`src/rtl/adder_chk_sat_counter.sv`:
```
// Saturating up-counter with synchronous clear; holds at all-ones.
module adder_chk_sat_counter #(
  parameter int unsigned CNT_WIDTH = 32
) (
  input  logic                 clk,
  input  logic                 rst_n,
  input  logic                 clr,
  input  logic                 inc,
  output logic [CNT_WIDTH-1:0] cnt
);

  localparam logic [CNT_WIDTH-1:0] SAT = '1;

  always_ff @(posedge clk or negedge rst_n) begin
    if (!rst_n) begin
      cnt <= '0;
    end else if (clr) begin
      cnt <= '0;
    end else if (inc && (cnt != SAT)) begin
      cnt <= cnt + CNT_WIDTH'(1);
    end
  end

endmodule

```
`config.mk`:
```
export PLATFORM = sky130hd
export DESIGN_NAME = adder_chk_sat_counter
export DESIGN_NICKNAME = d
export VERILOG_FILES = /design/src/rtl/adder_chk_sat_counter.sv
export SDC_FILE = /design/constraint.sdc
export NUM_CORES = 1
export LEC_CHECK = 0
export ABC_AREA = 0
export CORE_ASPECT_RATIO = 1.4
export CORE_UTILIZATION = 51
export DETAILED_ROUTE_END_ITERATION = 7
export PLACE_DENSITY_LB_ADDON = 0.15
export SYNTH_ARGS = -nofsm -noshare
export SYNTH_HDL_FRONTEND = slang
export SYNTH_SLANG_ARGS = --single-unit
```
`constraint.sdc`:
```
create_clock -name clk -period 2.7 [get_ports clk]
set_input_delay 0.54 -clock clk [delete_from_list [all_inputs] [get_ports clk]]
set_output_delay 0.54 -clock clk [all_outputs]
set_load 0.005 [all_outputs]
```
==> qor.csv <==
stage,metric,value,unit
outcome,status,"finished, final reports clean",
detailed_routing,drt-initial-drc-count,38,
clock_tree,cts_setup_buffers,0,
finish,regArea,801,sq um
pwr,leakagePower,0.922,nW
finish,final_cell_mix,"clkdlybuf4s50_1, dfrtp_1, nor2_1",
grt,grt_pass1_wl,6.71,mm
detailed_routing,wl_per_cell,14.8,um
grt,overflow,0,
synthesis,syn_nets,203,
setup_path,worstPathArrival,2.56,ns
clock_tree,clk_pin_slew_worst_paths,0.06,ns
synthesis,async_flop_share,100,%
finish,num_antenna_cells,0,
synthesis,synth_top_area_share,43.2,%
die,core,0.00341,sq mm
pwr,ir_drop,0.303,mV
synthesis,synthCells,198,
grt,grt_pass1_vias,1545,
sta,finalCritPeriodShare,88.9,%
sta,rsz0062_at_grt,false,
sta,setup_viol,0,
finish,multiInputGateArea,995,sq um
sta,holdWs,0.596,ns
setup_path,cp-start-kind,flip-flop,
clock_tree,clk_path_buf_depth,2,
detailed_routing,vias_per_cell,5.92,
finish,drive_above_1_share,10.6,%
finish,areaGrowthSynthToFinish,25.2,%
sta,slew_headroom,57.8,%
synthesis,yosysUniqueCellTypes,42,
synthesis,synthTopCellsByArea,"dfrtp_1, nor2_1, xnor2_1",
synthesis,ys.flop_type,dfrtp_1,
sta,layout_min_cycle_time,2.40,ns
die,io_pins,36,
setup_path,required,2.86,ns
detailed_routing,vias,1634,
grt,grtUsageTotal,23.4,%
placement,placed_cells_incl_taps,269,
die,start_util,54.4,%
pwr,p_per_area,374,mW/mm^2
clock_tree,htreeDepth,2,
setup_path,path_cells,"ha_1, nand4_1, nor4_2, a21o_1, nor4_1, mux2_2",
die,dieHeight,73.3,um
setup_path,crit_path_max_incr_delay,0.54,ns
die,dieArea,0.00388,sq mm
clock_tree,cts_sinks,32,
setup_path,critPathKind,flip-flop to flip-flop,
clock_tree,root_buffer,clkbuf_8,
sta,tightestPinTransition,0.628,ns
clock_tree,clk_latency,0.28,ns
detailed_routing,finalWirelength,4.10,mm
hold_path,hold_path_class,flip-flop to flip-flop,
clock_tree,cts_resized,0,
sta,maxSlewViolCount,0,
finish,final_common_cell,clkdlybuf4s50_1,
detailed_routing,ant_nets,0,
die,rows,25,
die,die_w,53.0,um
synthesis,synth_top_area_cell,dfrtp_1,
finish,largest-register,cnt,
detailed_routing,drcViolationCount,0,
sta,hold_viol_final,0,
job,maxCapViolations,0,
finish,final_cells,276,
sta,skew,0.00617,ns
finish,nets,241,
setup_path,critical_path.slowest_cell,a21o_1,
finish,final_util,68.1,%
synthesis,synth-edff-count,0,
finish,largest_reg_flops,32,
synthesis,yosysSeqAreaShare,43.2,%
synthesis,ys_ff_latch,32,
synthesis,syn_avg_cell_area,9.37,sq um
finish,fillers,282,
finish,reg_top3,cnt: 32 flops,
clock_tree,cts_tree,yes,
synthesis,synth_area,0.00185,sq mm
placement,io_buffers,35,
grt,grt_antenna_before_repair,0,
grt,grt_max_degree,41,
clock_tree,cts_made_buffers,5,
synthesis,synth_warnings,0,
detailed_routing,first_pass_iters,4,
sta,setup_tns,0,ns
clock_tree,hold_buffers,0,
setup_path,critPathMaxFanout,19,
placement,dpl.hpwl,2.93,mm
placement,place_congestion,0.811,
setup_path,cp-end-kind,flip-flop,
sta,fmax,417,MHz
## worst max-delay path: cells and delay by family, from the launching register on
kind | cells | cell delay [ns]
AOI/OAI and AO/OA | 1 | 0.54
DFF | 1 | 0.42
muxes | 1 | 0.29
adders and majority gates | 1 | 0.24
and+or+nand+nor | 3 | 0.78
## synth_stat cells (5+ instances only)
library cell,n
a21oi_1,11
inv_1,7
nand3_1,12
nand2_1,11
xnor2_1,10
nand4_1,6
and3_1,7
nor2b_1,6
or3_1,5
dfrtp_1,32
nor2_1,26
a211oi_1,5
mux2_2,5
## cell type report
class	instances	share of cell area [%]
Timing Repair Buffer	38	16.1
Clock inverter	1	0.216
Multi-Input combinational cell	152	42.8
Tap cell	40	2.16
Inverter	7	1.13
Sequential cell	32	34.5
Clock buffer	6	3.12
## kinds of logic (layout without fill, tap and decap cells)
kind of cell | Yosys count | in the layout | synth area share, %
flops | 32 | 32 | 43.2
xor+xnor | 13 | 13 | 6.14
simple gates | 99 | 99 | 30.5
fa+ha+maj | 1 | 1 | 0.675
buf+inv | 14 | 52 | 3.17
compound gates | 32 | 32 | 11.9
mux | 7 | 7 | 4.39
## per-layer routing
| metal | up-vias | track usage, % | share of wire (%) |
|---|---|---|---|
| met3 | 5 | 4.76 | 3.6 |
| met5 | - | 0 | 0 |
| met1 | 802 | 27.1 | 42 |
| met2 | 35 | 41.1 | 53 |
| li1 | 792 | - | - |
| met4 | 0 | 9.36 | 1.4 |
## power by group
part / internal [mW] / switching (mW)
clock: 0.175 / 0.158
sequential: 0.483 / 0.00444
combinational: 0.0189 / 0.0289
## final timing paths
check                           startpoint  endpoint  slack [ns]  cells past startpoint
worst max-delay path                cnt[0]   cnt[31]        0.30                      6
worst max register to register      cnt[0]   cnt[31]        0.30                      6
min in group asynchronous            rst_n    cnt[3]        0.66                      2
worst min-delay path               cnt[28]   cnt[28]        0.60                      2
max in group asynchronous            rst_n   cnt[20]        1.74                      2
worst min register to register     cnt[28]   cnt[28]        0.60                      2
## per-stage QoR
| stage | worst slack, ns | power (mW) | area (sq um) |
|---|---|---|---|
| detailed placement | 0.140 | 0.544 | 2240 |
| floorplan | 0.750 | 0.517 | 1850 |
| global placement | 0.195 | 0.543 | 2240 |
| CTS | 0.333 | 0.885 | 2320 |
| global route | 0.127 | 0.906 | 2320 |
| finish | 0.300 | 0.868 | 2320 |
No activity file was read; power rests on OpenSTA's default activity.
